**src/rtl/key_pkg.sv**
```systemverilog
`default_nettype none
// ============================================================================
// Module      : key_pkg
// Description : Shared definitions for the keypad scanner. This package holds
//               the FSM state encoding, the special key codes, the column
//               reset pattern, and the row/column to key-code mapping.
// Revision    : 1.0 - initial release
// ============================================================================
package key_pkg;

  typedef logic [1:0] state_t;

  localparam state_t SCAN     = 2'd0;
  localparam state_t DEBOUNCE = 2'd1;
  localparam state_t HELD     = 2'd2;

  localparam logic [3:0] KEY_STAR  = 4'd10;
  localparam logic [3:0] KEY_HASH  = 4'd11;
  localparam logic [2:0] COL_RESET = 3'b110;

  // Rows 0..2 carry digits 1..9 in reading order. The bottom row is '*', '0', '#'.
  function automatic logic [3:0] key_code(input logic [1:0] row_idx,
                                          input logic [1:0] col_idx);
    logic [3:0] code;
    if (row_idx == 2'd3) begin
      case (col_idx)
        2'd0:    code = KEY_STAR;
        2'd1:    code = 4'd0;
        default: code = KEY_HASH;
      endcase
    end else begin
      code = ({2'b00, row_idx} * 4'd3) + {2'b00, col_idx} + 4'd1;
    end
    return code;
  endfunction

endpackage
`default_nettype wire

```
**src/rtl/scan_tick.sv**
```systemverilog
`default_nettype none
// ============================================================================
// Module      : scan_tick
// Description : Free-running divider. It emits a one-clock tick every SCAN_DIV
//               clocks and can be shared by the display refresh logic.
// Ports       : clk   - system clock
//               rst_n - asynchronous active-low reset
//               tick  - high for one clk when the divider wraps
// Revision    : 1.0 - initial release
// ============================================================================
module scan_tick #(
  parameter int SCAN_DIV = 25000
) (
  input  logic clk,
  input  logic rst_n,
  output logic tick
);

  localparam int              CW   = (SCAN_DIV > 1) ? $clog2(SCAN_DIV) : 1;
  localparam logic [CW-1:0]   LAST = CW'(SCAN_DIV - 1);

  logic [CW-1:0] count;

  always_ff @(posedge clk or negedge rst_n) begin
    if (!rst_n) begin
      count <= '0;
    end else if (count == LAST) begin
      count <= '0;
    end else begin
      count <= count + CW'(1);
    end
  end

  assign tick = (count == LAST);

endmodule
`default_nettype wire

```
**src/rtl/key_matrix_scan.sv**
```systemverilog
`default_nettype none
// ============================================================================
// Module      : key_matrix_scan
// Description : Scans and debounces the 3x4 keypad. It emits one key code per
//               press together with a one-clock valid strobe.
// Ports       : clk       - system clock
//               rst_n     - asynchronous active-low reset
//               key_row   - row returns, active-low, asynchronous
//               key_col   - column drive, one-hot active-low
//               key_data  - last accepted key code
//               key_valid - one-clk strobe on key_data update
//               key_held  - high while the accepted key stays pressed
// Options     : KEY_REPEAT_EN - when defined, key_valid is re-strobed every
//               REPEAT_CNT ticks while the key stays held
// Revision    : 1.0 - initial release
// ============================================================================
module key_matrix_scan
  import key_pkg::*;
#(
  parameter int SCAN_DIV     = 25000,
  parameter int DEBOUNCE_CNT = 20,
  parameter int REPEAT_CNT   = 500
) (
  input  logic       clk,
  input  logic       rst_n,
  input  logic [3:0] key_row,
  output logic [2:0] key_col,
  output logic [3:0] key_data,
  output logic       key_valid,
  output logic       key_held
);

  localparam int            CNT_W    = (DEBOUNCE_CNT > 1) ? $clog2(DEBOUNCE_CNT) : 1;
  localparam logic [CNT_W-1:0] CNT_LAST = CNT_W'(DEBOUNCE_CNT - 1);

  logic [3:0]       row_meta;
  logic [3:0]       row_sync;
  logic             tick;
  state_t           state;
  logic [CNT_W-1:0] cnt;
  logic [3:0]       cand;
  logic             press;
  logic [1:0]       row_idx;
  logic [1:0]       col_idx;
  logic [3:0]       cur_code;
  logic             match;
  logic             repeat_fire;

  // Two-flop synchronizer. Idle rows read high.
  always_ff @(posedge clk or negedge rst_n) begin
    if (!rst_n) begin
      row_meta <= 4'b1111;
      row_sync <= 4'b1111;
    end else begin
      row_meta <= key_row;
      row_sync <= row_meta;
    end
  end

  scan_tick #(
    .SCAN_DIV (SCAN_DIV)
  ) u_scan_tick (
    .clk   (clk),
    .rst_n (rst_n),
    .tick  (tick)
  );

  // A press is exactly one low row. Ghosting or multi-key patterns count as none.
  always_comb begin
    press   = 1'b0;
    row_idx = 2'd0;
    case (row_sync)
      4'b1110: begin press = 1'b1; row_idx = 2'd0; end
      4'b1101: begin press = 1'b1; row_idx = 2'd1; end
      4'b1011: begin press = 1'b1; row_idx = 2'd2; end
      4'b0111: begin press = 1'b1; row_idx = 2'd3; end
      default: begin press = 1'b0; row_idx = 2'd0; end
    endcase
  end

  always_comb begin
    case (key_col)
      3'b110:  col_idx = 2'd0;
      3'b101:  col_idx = 2'd1;
      3'b011:  col_idx = 2'd2;
      default: col_idx = 2'd0;
    endcase
  end

  assign cur_code = key_code(row_idx, col_idx);
  assign match    = press && (cur_code == cand);

`ifdef KEY_REPEAT_EN
  localparam int           REP_W    = (REPEAT_CNT > 1) ? $clog2(REPEAT_CNT) : 1;
  localparam logic [REP_W-1:0] REP_LAST = REP_W'(REPEAT_CNT - 1);

  logic [REP_W-1:0] rep_cnt;

  // The counter idles at zero outside HELD, so entering HELD always starts fresh.
  always_ff @(posedge clk or negedge rst_n) begin
    if (!rst_n) begin
      rep_cnt <= '0;
    end else if (state != HELD) begin
      rep_cnt <= '0;
    end else if (tick) begin
      if (!press || (rep_cnt == REP_LAST)) begin
        rep_cnt <= '0;
      end else begin
        rep_cnt <= rep_cnt + REP_W'(1);
      end
    end
  end

  assign repeat_fire = tick && (state == HELD) && press && (rep_cnt == REP_LAST);
`else
  logic unused_repeat;
  assign unused_repeat = (REPEAT_CNT != 0);
  assign repeat_fire   = 1'b0;
`endif

  always_ff @(posedge clk or negedge rst_n) begin
    if (!rst_n) begin
      state     <= SCAN;
      key_col   <= COL_RESET;
      key_data  <= 4'd0;
      key_valid <= 1'b0;
      cand      <= 4'd0;
      cnt       <= '0;
    end else begin
      key_valid <= 1'b0;
      if (tick) begin
        case (state)
          SCAN: begin
            if (press) begin
              cand  <= cur_code;
              cnt   <= '0;
              state <= DEBOUNCE;
            end else begin
              key_col <= {key_col[1:0], key_col[2]};
            end
          end
          DEBOUNCE: begin
            if (match) begin
              if (cnt == CNT_LAST) begin
                key_data  <= cand;
                key_valid <= 1'b1;
                cnt       <= '0;
                state     <= HELD;
              end else begin
                cnt <= cnt + CNT_W'(1);
              end
            end else begin
              // Keep the frozen column. The next SCAN tick re-examines it
              // before rotation continues.
              cnt   <= '0;
              state <= SCAN;
            end
          end
          HELD: begin
            if (press) begin
              // A bounce during release restarts the release count but never
              // produces a new accept.
              cnt <= '0;
              if (repeat_fire) begin
                key_valid <= 1'b1;
              end
            end else if (cnt == CNT_LAST) begin
              cnt   <= '0;
              state <= SCAN;
            end else begin
              cnt <= cnt + CNT_W'(1);
            end
          end
          default: begin
            cnt   <= '0;
            state <= SCAN;
          end
        endcase
      end
    end
  end

  assign key_held = (state == HELD);

endmodule
`default_nettype wire

```
**config.mk**
```make
export PLATFORM = sky130hd
export DESIGN_NAME = key_matrix_scan
export DESIGN_NICKNAME = d
export VERILOG_FILES = /design/src/rtl/key_pkg.sv /design/src/rtl/scan_tick.sv /design/src/rtl/key_matrix_scan.sv
export SDC_FILE = /design/constraint.sdc
export NUM_CORES = 1
export LEC_CHECK = 0
export ABC_AREA = 1
export CORE_ASPECT_RATIO = 1.2
export CORE_MARGIN = 5
export CORE_UTILIZATION = 25
export DETAILED_ROUTE_END_ITERATION = 6
export SLEW_MARGIN = 20
export SYNTH_ARGS = -nofsm -noshare
export SYNTH_HDL_FRONTEND = slang
export SYNTH_SLANG_ARGS = --single-unit
```
**constraint.sdc**
```tcl
create_clock -name clk -period 5.65 [get_ports clk]
set_input_delay 1.13 -clock clk [delete_from_list [all_inputs] [get_ports clk]]
set_output_delay 1.13 -clock clk [all_outputs]
set_load 0.05 [all_outputs]
```
* Word-level counts from Yosys, hierarchy flattened
Cells that the tools add are included.
** Storage, ports and cells
- Register bits after elaboration :: 42
- Output and inout port bits :: 9
- Bits of input ports :: 6
- Logic and storage cells :: 62
- Memory bits (writable) :: 0
- Memories :: 0
- ROM bits :: 0
- Latch bits :: 0
** Cells by class
- Divide/modulo/power cells :: 0
- Multipliers :: 1
- $lt $le $gt $ge :: 0
- Add/sub/neg operators :: 4
- Equality and inequality tests :: 17
- Bitwise gates (word level) :: 1
- Multiplexer cells :: 21
- Reduce and logical (&&, ||, !) cells :: 9
- Shifts and indexed selects :: 0
** Operator list (count)
- 5-bit two-way mux :: 4
- 15-bit by 1-bit adder with 15-bit output, second input constant :: 1
- 15-bit equality test, second input constant :: 1
- 15-bit two-way mux :: 1
- 5-bit case mux with 3 select lines :: 1
- 4-bit equality test, second input constant :: 3
- 2-bit case mux with 3 select lines :: 2
- 2-bit two-way mux :: 5
- 4-bit case mux with 2 select lines :: 1
- 3-bit AND reduction :: 2
- 5-bit by 1-bit adder with 5-bit output, second input constant :: 1
- 5-bit equality test, second input constant :: 1
- 1-bit two-way mux :: 5
- 5-bit AND reduction :: 1
- 4-bit by 1-bit adder with 4-bit output, second input constant :: 1
- 4-bit by 2-bit adder with 4-bit output :: 1
- 2-bit by 1-bit equality test with 1-bit output, second input constant :: 2
- 2-bit equality test, second input constant :: 2
- 4-bit by 3-bit equality test with 1-bit output, second input constant :: 1
- 4-bit equality test :: 1
- 2-bit zero test :: 2
- 2-bit by 2-bit multiplier with 4-bit output, second input constant :: 1
- 4-bit two-way mux :: 1
- 2-bit inequality test, second input constant :: 2
- 10 further kinds :: 10

* Depth between registers and ports, before layout
Gate-level depths: netlist of run 1.
- Depth after elaboration :: 11
- Mapped depth :: 18
- Mapped depth without buffers :: 18

* Modules after synthesis
A second synthesis of run 1 with hierarchy kept.
** Second synthesis, totals
- Cells, all modules :: 306
- Area, all modules :: 2441.1 um^2
** By module, submodules not included
- key_matrix_scan :: times used 1, sequential area each 688.2 um^2, area each 1541.5 um^2, cells each 177
- scan_tick :: times used 1, sequential area each 375.4 um^2, area each 899.6 um^2, cells each 129

* Worst setup path after synthesis of run 1
OpenSTA, ideal clock, no wires.
- Path kind :: reg2reg
- Start point :: register row_sync[0]
- End point :: register cnt[2]
- Path buffers :: 0
- Cell stages (with the launch flop) :: 15
- Path slack :: 2.810 ns
- Arrival time :: 2.767 ns
- Data required time :: 5.577 ns
- Clock period less this slack :: 2.840 ns
- Setup time :: 0.073 ns
- Path through :: dfstp_2 nand2_1 o31ai_1 fa_1 inv_1 fa_1 nand2_1 nand2_1 nand2_1 nand2_1 nor2_4 nand3_1 nand2_1 nand2_2 a21oi_2
** On the way
- Cells in the longest elaborated chain, start to end :: 10
- Elaborated cells on any way between the ends :: 19
- Those cells by class :: 2 x add/sub; 1 x mul; 7 x eq/ne; 6 x mux; 3 x reduce/logical
** RTL lines
- from (decl) :: line key_matrix_scan.sv:37 : logic [3:0] row_sync;
- from (signal assigned) :: line key_matrix_scan.sv:56 : row_sync <= row_meta;
- 4-bit by 3-bit equality test with 1-bit output / 4-bit equality test (equally long branches) :: line key_matrix_scan.sv:72 : case (row_sync)
- 2-bit case mux with 3 select lines :: line key_matrix_scan.sv:72
- 2-bit by 2-bit multiplier with 4-bit output :: line key_pkg.sv:32 : code = ({2'b00, row_idx} * 4'd3) + {2'b00, col_idx} + 4'd1;
- 4-bit by 2-bit adder with 4-bit output :: line key_pkg.sv:32
- 4-bit by 1-bit adder with 4-bit output :: line key_pkg.sv:32
- 4-bit two-way mux :: line key_pkg.sv:25 : if (row_idx == 2'd3) begin
- 4-bit equality test :: line key_matrix_scan.sv:91 : assign match = press && (cur_code == cand);
- 1-bit logical AND :: line key_matrix_scan.sv:91
- 5-bit two-way mux :: line key_matrix_scan.sv:143 : if (match) begin
- 5-bit case mux with 3 select lines :: line key_matrix_scan.sv:132 : case (state)
- to (signal assigned) :: line key_matrix_scan.sv:150 : cnt <= cnt + CNT_W'(1);
- to (signal assigned) :: line key_matrix_scan.sv:171 : cnt <= cnt + CNT_W'(1);
- to (decl) :: line key_matrix_scan.sv:40 : logic [CNT_W-1:0] cnt;
Several ways; a longest one is shown, not always the timed one.
A chain may end at the register's enable or synchronous reset.

* Worst setup path in the final report of run 1
Same ends and word-level chain as after synthesis.

==> qor.txt, run 1 <==
status -> finished clean
ANT cells -> 0
hold slack -> 357 ps
die width -> 98.7 um
detailed placer's ending HPWL -> 3230 um
Cell Chain, Critical Path -> nand2_1 > o31ai_1 > fa_1 > inv_1 > fa_1 > nand2_1 > nand2_1 > nand2_1 > nand2_1 > nor2_4 > nand3_1 > nand2_1 > nand2_2 > a21oi_2
H-tree lvl count -> 2
RR Startpoint -> row_sync[0]$_DFF_PN1_
Max-Cap Viols -> 0
HP Class -> flop to flop
Mapped Nets -> 296
initial antenna violation count -> 0
Ys Warns -> 0
CTS Buffer Depth -> 2
clock-pin slew on the worst setup and hold paths -> 80 ps
Hold Path End -> row_sync[3]$_DFF_PN1_
most common cell after layout, fill and taps aside -> nand2_1
1st-iter DRT viols -> 74
Post-Syn Area -> 2360 sq um
CTS Buf Count -> 5
Final Skew -> 8.51 ps
Post-DRT Antenna Nets -> 0
final setup vio count -> 0
DRT Wirelength -> 4150 um
die area -> 11500 sq um
Max Clk Rate -> 330 MHz
Worst-Skew Late Latency -> 290 ps
Final Hold Viols -> 0
crit path DAT -> 3250 ps
minimum clock period -> 3030 ps
most frequent cell on the critical path -> nand2_1
Finished Core Util -> 0.300
DR pass1 iterations -> 4
EDFF count, synth -> 0
Distinct cells, synth -> 35
number of synthesized register bits -> 42
Hold Path Origin -> row_meta[3]$_DFF_PN1_
first-pass GRT wire length -> 7430 um
core area -> 9130 sq um
GRT overflow -> 0
worst-case reg-to-reg path depth -> 14
CP Launch Type -> flop
Layout Nets -> 317
ratio of final minimum period to clock period -> 0.536
Hold Path Depth -> 0
dominant synthesized flop cell -> dfrtp_1
CTS Sinks -> 42
worst vdd ir -> 0.133 mV
Slowest cell on crit path -> dfstp_2
register area share after synthesis -> 0.450
Pleak -> 1.35 nW
most frequent cells in the layout -> nand2_1 (73), inv_1 (49), dfrtp_1 (32)
Crit Path Category -> flop to flop
Crit path required time -> 5880 ps
pin count of the biggest net entering global routing -> 43
post-cts resize count -> 0
die span in y -> 116 um
total track usage -> 0.0785
post-CTS setup buffer count -> 0
Pwr per Cell Area -> 194 nW/um^2
Crit Path Max Fanout -> 5
Starting Density -> 0.259
vias in the first global route -> 1689
final slew viol count -> 0
Reg2Reg Setup Slack -> 2620 ps
gpl congestion -> 0.802
syn avg cell area -> 8.47 sq um
share of cells above drive strength 1 -> 0.176
FFs w/ async S/R, synth -> 1.00
unrepaired setup endpoints after global routing -> no
delay of the slowest critical-path stage -> 540 ps
TNS Setup -> 0 ps
root buffer cell -> clkbuf_8
P&R area growth vs syn -> 16.0%
FF-to-FF End -> cnt[2]$_DFFE_PN0P_
Hold-fix buffers, CTS -> 0
Rows -> 38
worst slew pin tran -> 910 ps
DR vias/cell -> 4.16
I/O pin count -> 15
Synth Instances -> 279
routed via count -> 1750
port bufs -> 14
worst rel slew slack -> 0.393
drt wl/cell -> 9.85 um
CP Capture Type -> flop
clock tree from TritonCTS -> built
DRC Markers -> 0
-- flip-flops by register name (all words and copies together), names as in the netlist --
register	count
row_meta	4
cnt	5
key_col	3
cand	4
key_data	4
row_sync	4
state	2
u_scan_tick.count	15
key_valid	1
-- cells in the mapped netlist, types with 4 or more instances --
master / count / area, sq um
a21oi_1: 6 / 30.0
dfstp_2: 10 / 263
nand2_1: 73 / 274
dfrtp_1: 32 / 801
ha_1: 9 / 113
nor3_2: 4 / 40.0
nand3_1: 21 / 105
nand2_2: 5 / 31.3
o21ai_0: 11 / 55.1
nand4_1: 5 / 31.3
inv_1: 49 / 184
nor2_1: 11 / 41.3
inv_2: 5 / 18.8
o21ai_1: 4 / 20.0
-- routing by layer --
layer / track usage / part of all wire
met5: 0 / 0
met4: 0.0246 / 0.0087
met3: 0.0167 / 0.017
met2: 0.142 / 0.51
met1: 0.0936 / 0.47
-- how the worst max path moves through the flow --
stage | from | endpoint | slack [ps] | cells after the start
floorplan | row_sync[0]$_DFF_PN1_ | cnt[2]$_DFFE_PN0P_ | 2810 | 14
global placement | row_sync[0]$_DFF_PN1_ | cnt[2]$_DFFE_PN0P_ | 2650 | 14
detailed placement | row_sync[0]$_DFF_PN1_ | cnt[2]$_DFFE_PN0P_ | 2610 | 14
CTS | row_sync[0]$_DFF_PN1_ | cnt[2]$_DFFE_PN0P_ | 2580 | 14
global route | row_sync[0]$_DFF_PN1_ | cnt[2]$_DFFE_PN0P_ | 2330 | 14
finish | row_sync[0]$_DFF_PN1_ | cnt[2]$_DFFE_PN0P_ | 2620 | 14
-- layout make-up --
cell class	count	area, sq um
timing repair buffer	14	135
fill	971	6390
tap	120	150
multi-input combinational	182	1090
sequential	42	1060
clock inverter	3	23.8
clock buffer	5	68.8
inverter	55	209
-- power by group --
part,leakage (nW),total [W],internal [W],switching (W)
registers,0.538,0.000307,0.000306,0.00000117
clock network,0.0408,0.000197,0.0000884,0.000109
logic,0.767,0.0000266,0.00000872,0.0000179
total,1.35,0.000531,0.000403,0.000128
-- worst max-delay path: cells and delay by family, from the launching register on --
family          cells  cell delay [ps]
fa+ha+maj           2              920
buf+inv             1               90
flops               1              540
simple gates        9              810
compound gates      2              600
-- stage by stage --
stage | instances | setup slack, ps | total power [W] | instance area, sq um
2_1_floorplan | 279 | 2810 | 0.000328 | 2360
3_3_place_gp | 413 | 2650 | 0.000339 | 2650
3_5_place_dp | 413 | 2610 | 0.000340 | 2650
4_1_cts | 421 | 2580 | 0.000542 | 2740
5_1_grt | 421 | 2330 | 0.000562 | 2740
6_report | 421 | 2620 | 0.000531 | 2740
-- cell families after synthesis --
group / Yosys count / synth area share
flip-flops: 42 / 0.450
AO/OA/AOI/OAI: 29 / 0.0726
XOR/XNOR: 5 / 0.0185
buffers and inverters: 55 / 0.0885
adder cells (fa/ha/maj): 11 / 0.0646
AND/OR/NAND/NOR: 137 / 0.306
No activity file was read; power rests on OpenSTA's default activity.
==> inputs of run 2 (changes only) <==
==> constraint.sdc (replaced) <==
create_clock -name clk -period 2.9 [get_ports clk]
set_input_delay 0.58 -clock clk [delete_from_list [all_inputs] [get_ports clk]]
set_output_delay 0.58 -clock clk [all_outputs]
set_load 0.05 [all_outputs]
==> qor.txt, run 2 (same netlist as run 1, synthesis figures left out) <==
unrepaired setup endpoints after global routing -> yes
die span in y -> 116 um (unchanged)
Pwr per Cell Area -> 364 nW/um^2 (+88%)
root buffer cell -> clkbuf_8
vias in the first global route -> 1682 (-0.41%)
CTS Sinks -> 42 (unchanged)
worst rel slew slack -> 0.383 (-0.0106)
Worst-Skew Late Latency -> 290 ps (about the same)
clock-pin slew on the worst setup and hold paths -> 80 ps (about the same)
I/O pin count -> 15 (unchanged)
total track usage -> 0.0795 (+0.00102)
placed cells -> 414 (+0.24%)
Layout Nets -> 322 (+1.6%)
Finished Layout Cells -> 426 (+1.2%)
final slew viol count -> 0 (unchanged)
die width -> 98.7 um (unchanged)
Pleak -> 1.40 nW (+4.0%)
DR pass1 iterations -> 4 (unchanged)
Rows -> 38 (unchanged)
minimum clock period -> 2830 ps (-197 ps)
status -> finished clean
largest registers -> u_scan_tick.count (15), cnt (5)
1st-iter DRT viols -> 60 (-19%)
worst slew pin tran -> 926 ps (+15.9 ps)
drt wl/cell -> 10.2 um (+3.6%)
number of flip-flops in the largest register -> 15 (unchanged)
most frequent cells in the layout -> nand2_1 (65), inv_1 (46), dfrtp_1 (32)
Crit Path Max Fanout -> 3 (-2)
most common cell after layout, fill and taps aside -> nand2_1
CP Capture Type -> flop
Max-Cap Viols -> 0 (unchanged)
CTS Buf Count -> 5 (unchanged)
Crit path required time -> 3080 ps (-2800 ps)
Post-DRT Antenna Nets -> 0 (unchanged)
P&R area growth vs syn -> 19.9%
Final Skew -> 5.24 ps (-3.26 ps)
gpl congestion -> 0.803 (about the same)
Crit Path Category -> flop to flop
Starting Density -> 0.259 (unchanged)
Max Clk Rate -> 353 MHz (+6.9%)
CTS Buffer Depth -> 2 (unchanged)
most flop-heavy register -> u_scan_tick.count
Setup WS pre-CTS -> 44.7 ps (-2560 ps)
HP Class -> flop to flop
dpl cell area -> 2660 sq um (+0.28%)
detailed placer's ending HPWL -> 3200 um (-0.84%)
DRC Markers -> 0 (unchanged)
DRT Wirelength -> 4350 um (+4.8%)
first-pass GRT wire length -> 7500 um (+0.93%)
final setup vio count -> 0 (unchanged)
final instance area -> 2830 sq um (+3.4%)
share of cells above drive strength 1 -> 0.242 (+0.0658)
DR vias/cell -> 4.16 (about the same)
hold slack -> 358 ps (+0.908 ps)
port bufs -> 14 (unchanged)
GRT overflow -> 0 (unchanged)
clock tree from TritonCTS -> built
ratio of final minimum period to clock period -> 0.976 (+0.440)
crit path DAT -> 3020 ps (-230 ps)
Final Hold Viols -> 0 (unchanged)
routed via count -> 1772 (+1.3%)
pin count of the biggest net entering global routing -> 43 (unchanged)
worst vdd ir -> 0.201 mV (+52%)
fillers -> 970 (-0.10%)
CP Launch Type -> flop
Hold-fix buffers, CTS -> 0 (unchanged)
final worst setup slack -> 68.3 ps (-2550 ps)
core area -> 9130 sq um (unchanged)
ANT cells -> 0 (unchanged)
initial antenna violation count -> 0 (unchanged)
die area -> 11500 sq um (unchanged)
H-tree lvl count -> 2 (unchanged)
[run 2: cell types whose count changed in the layout (fill, tap and decap cells not counted), sizes merged]
| cell | before | now |
|---|---|---|
| buf | 1 | 5 |
| clkinv | 0 | 2 |
| clkinvlp | 2 | 0 |
| clkbuf | 5 | 6 |
| inv | 56 | 55 |
| nand4 | 7 | 8 |
[run 2: worst paths after layout]
kind,startpoint,endpoint,slack (ps),depth (start not counted)
hold reg to reg,row_meta[0]$_DFF_PN1_,row_sync[0]$_DFF_PN1_,360,0
hold / removal,row_meta[0]$_DFF_PN1_,row_sync[0]$_DFF_PN1_,360,0
setup reg to reg,row_sync[0]$_DFF_PN1_,state[0]$_DFFE_PN0P_,70,16
setup / recovery,row_sync[0]$_DFF_PN1_,state[0]$_DFFE_PN0P_,70,16
max in group asynchronous,rst_n,key_data[1]$_DFFE_PN0P_,1900,1
min in group asynchronous,rst_n,key_col[0]$_DFFE_PN0P_,420,1
[run 2: metrics by stage]
stage / utilization / total power, W / setup TNS [ps]
6_report: 0.310 / 0.00103 / 0
5_1_grt: 0.310 / 0.00109 / -783
4_1_cts: 0.300 / 0.00104 / 0
3_5_place_dp: 0.291 / 0.000663 / 0
3_3_place_gp: 0.291 / 0.000662 / 0
2_1_floorplan: - / 0.000639 / 0
[run 2: layout make-up]
| type | count | area [sq um] | share of cell area |
|---|---|---|---|
| Clock buffer | 6 | 72.6 | 0.0256 |
| Clock inverter | 2 | 13.8 | 0.00486 |
| Inverter | 55 | 209 | 0.0738 |
| Multi-Input combinational cell | 183 | 1160 | 0.409 |
| Sequential cell | 42 | 1060 | 0.375 |
| Tap cell | 120 | 150 | 0.0530 |
| Timing Repair Buffer | 18 | 165 | 0.0583 |
[run 2: repair_timing]
action,4_1_cts,5_1_grt
setup buffers,0,3
resized for setup,0,19
setup endpoints to repair,0,11
endpoints found under the hold margin,0,0
[run 2: per-layer routing]
metal / GRT usage / wire length, um / vias up
met5: 0 / 0 / -
met3: 0.0179 / 124 / 5
met2: 0.147 / 2270 / 24
met1: 0.0900 / 1880 / 813
met4: 0.0273 / 70 / 0
li1: - / - / 930
[run 2: power breakdown]
part	total (W)	leakage, nW	internal [W]	switching (W)
Clock	0.000371	0.0452	0.000170	0.000201
Combinational	0.0000617	0.817	0.0000223	0.0000394
Sequential	0.000599	0.538	0.000595	0.00000303
[run 2: critical path, cell delays in order, from the launching register on]
cell	delay (ps)
dfstp_2	560
nand2_2	80
o31ai_2	170
buf_4	160
fa_1	440
inv_2	80
fa_2	430
nand2_2	80
nand2_2	60
nand2_1	70
nand2_2	60
nor2_4	180
nand3_2	120
nand2_2	110
nand2_1	50
nand2_1	50
nand2_1	50
==> inputs of run 3 (changes only) <==
==> constraint.sdc (replaced) <==
create_clock -name clk -period 2.6 [get_ports clk]
set_input_delay 0.52 -clock clk [delete_from_list [all_inputs] [get_ports clk]]
set_output_delay 0.52 -clock clk [all_outputs]
set_load 0.05 [all_outputs]
==> qor.txt, run 3 (same netlist as run 1, synthesis figures left out) <==
status -> finished, violations left
failing checks -> setup timing
H-tree lvl count -> 2 (unchanged)
initial antenna violation count -> 0 (unchanged)
worst slew pin tran -> 938 ps (+11.8 ps)
Cell Chain, Critical Path -> nand2_4 > o31ai_4 > buf_4 > buf_4 > ha_1 > inv_1 > fa_2 > nand2_2 > nand3_1 > nand2_2 > nor2_4 > nand3_2 > nand2_2 > nand2_4 > a21oi_2
clock tree from TritonCTS -> built
minimum clock period -> 2810 ps (-24.2 ps)
pin count of the biggest net entering global routing -> 43 (unchanged)
worst rel slew slack -> 0.375 (-0.00786)
CTS Buffer Depth -> 2 (unchanged)
Hold Path Origin -> row_meta[0]$_DFF_PN1_
most flop-heavy register -> u_scan_tick.count
CTS Sinks -> 42 (unchanged)
port bufs -> 14 (unchanged)
unrepaired setup endpoints after global routing -> yes
detailed placer's ending HPWL -> 3410 um (+6.5%)
Hold-fix buffers, CTS -> 0 (unchanged)
DRC Markers -> 0 (unchanged)
placed cells -> 424 (+2.4%)
I/O pin count -> 15 (unchanged)
drt wl/cell -> 10.6 um (+3.8%)
ratio of final minimum period to clock period -> 1.08 (+0.103)
die area -> 11500 sq um (unchanged)
DRT Wirelength -> 4670 um (+7.4%)
CP Launch Type -> flop
RR Startpoint -> row_sync[1]$_DFF_PN1_
largest registers -> u_scan_tick.count (15), cnt (5)
Hold Path End -> row_sync[0]$_DFF_PN1_
share of cells above drive strength 1 -> 0.302 (+0.0604)
Max Clk Rate -> 356 MHz (+0.86%)
Worst-Skew Late Latency -> 290 ps (about the same)
Slowest cell on crit path -> dfstp_2
fillers -> 980 (+1.0%)
most frequent cells in the layout -> nand2_1 (60), inv_1 (45), dfrtp_1 (32)
Reg2Reg Setup Slack -> -210 ps (-280 ps)
Starting Density -> 0.259 (unchanged)
final worst setup slack -> -208 ps (-276 ps)
root buffer cell -> clkbuf_8
crit path DAT -> 3030 ps (about the same)
Pleak -> 1.48 nW (+5.6%)
number of flip-flops in the largest register -> 15 (unchanged)
FF-to-FF End -> cnt[2]$_DFFE_PN0P_
delay of the slowest critical-path stage -> 560 ps (about the same)
routed via count -> 1861 (+5.0%)
DR pass1 iterations -> 4 (unchanged)
clock-pin slew on the worst setup and hold paths -> 80 ps (about the same)
final setup vio count -> 13 (+13)
Final Skew -> 6.40 ps (+1.16 ps)
vias in the first global route -> 1903 (+13%)
Crit path required time -> 2820 ps (-260 ps)
Max-Cap Viols -> 0 (unchanged)
first-pass GRT wire length -> 7970 um (+6.3%)
ANT cells -> 0 (unchanged)
Finished Layout Cells -> 441 (+3.5%)
CTS Buf Count -> 5 (unchanged)
HP Class -> flop to flop
CP Capture Type -> flop
worst setup path startpoint -> row_sync[1]$_DFF_PN1_
worst vdd ir -> 0.175 mV (-13%)
Post-DRT Antenna Nets -> 0 (unchanged)
worst-case reg-to-reg path depth -> 15 (-1)
total track usage -> 0.0850 (+0.00555)
Final Hold Viols -> 0 (unchanged)
Layout Nets -> 337 (+4.7%)
GRT overflow -> 0 (unchanged)
CP top delay family -> adder cells
gpl congestion -> 0.771 (-3.9%)
die span in y -> 116 um (unchanged)
core area -> 9130 sq um (unchanged)
Crit Path Max Fanout -> 5 (+2)
die width -> 98.7 um (unchanged)
final slew viol count -> 0 (unchanged)
Hold Path Depth -> 0 (unchanged)
Crit Path Category -> flop to flop
TNS Setup -> -1900 ps (-1900 ps)
WP buf/inv -> 3 (+1)
P&R area growth vs syn -> 26.5%
most frequent cell on the critical path -> nand2_2
1st-iter DRT viols -> 68 (+13%)
DR vias/cell -> 4.22 (+1.5%)
Rows -> 38 (unchanged)
most common cell after layout, fill and taps aside -> nand2_1
Pwr per Cell Area -> 408 nW/um^2 (+12%)
[run 3: cell types whose count changed in the layout (fill, tap and decap cells not counted), moves of 2 or more]
cell | before | now
nand2_1 | 65 | 60
buf_4 | 4 | 18
buf_6 | 0 | 2
nand2_2 | 12 | 16
[run 3: power breakdown]
part           internal (W)  switching, W
Clock              0.000214      0.000233
Combinational     0.0000500     0.0000543
Sequential         0.000664    0.00000399
Total              0.000928      0.000291
[run 3: area by class of cell]
type | instances | area [sq um] | share of cell area
clock buffers | 6 | 82.6 | 0.0276
clock inverters | 2 | 12.5 | 0.00419
inverters | 55 | 209 | 0.0699
multi-input cells | 182 | 1180 | 0.394
flip-flops and latches | 42 | 1060 | 0.356
well taps | 120 | 150 | 0.0503
repair buffers | 34 | 293 | 0.0980
[run 3: metrics by stage]
step	hold WS (ps)	worst slack, ps	utilization	total power, W	cell area, sq um
global placement	347	-192	0.301	0.000747	2750
global route	364	-351	0.327	0.00128	2990
detailed placement	349	-238	0.301	0.000749	2750
CTS	362	-166	0.322	0.00123	2940
floorplan	224	-128	-	0.000713	2380
finish	359	-208	0.327	0.00122	2990
[run 3: metal layers]
layer  global-route usage  up-vias  wire length, um
li1                     -      958                -
met1               0.0855      882             1920
met2                0.171       14             2560
met3               0.0221        7              126
met4               0.0237        0               65
met5                    0        -                0
[run 3: how the worst max path moves through the flow]
stage | end | cells past startpoint | slack [ps]
2_1_floorplan | cnt[2]$_DFFE_PN0P_ | 15 | -130
3_3_place_gp | cnt[2]$_DFFE_PN0P_ | 14 | -190
3_5_place_dp | cnt[2]$_DFFE_PN0P_ | 14 | -240
4_1_cts | cnt[2]$_DFFE_PN0P_ | 14 | -170
5_1_grt | cnt[2]$_DFFE_PN0P_ | 16 | -350
6_report | cnt[2]$_DFFE_PN0P_ | 15 | -210
[run 3: timing repair]
action / CTS / global route
hold endpoints to repair: 0 / 0
gates resized for setup: 15 / 11
pin swaps: 13 / 9
setup buffers: 6 / 3
setup endpoints to repair: 12 / 13
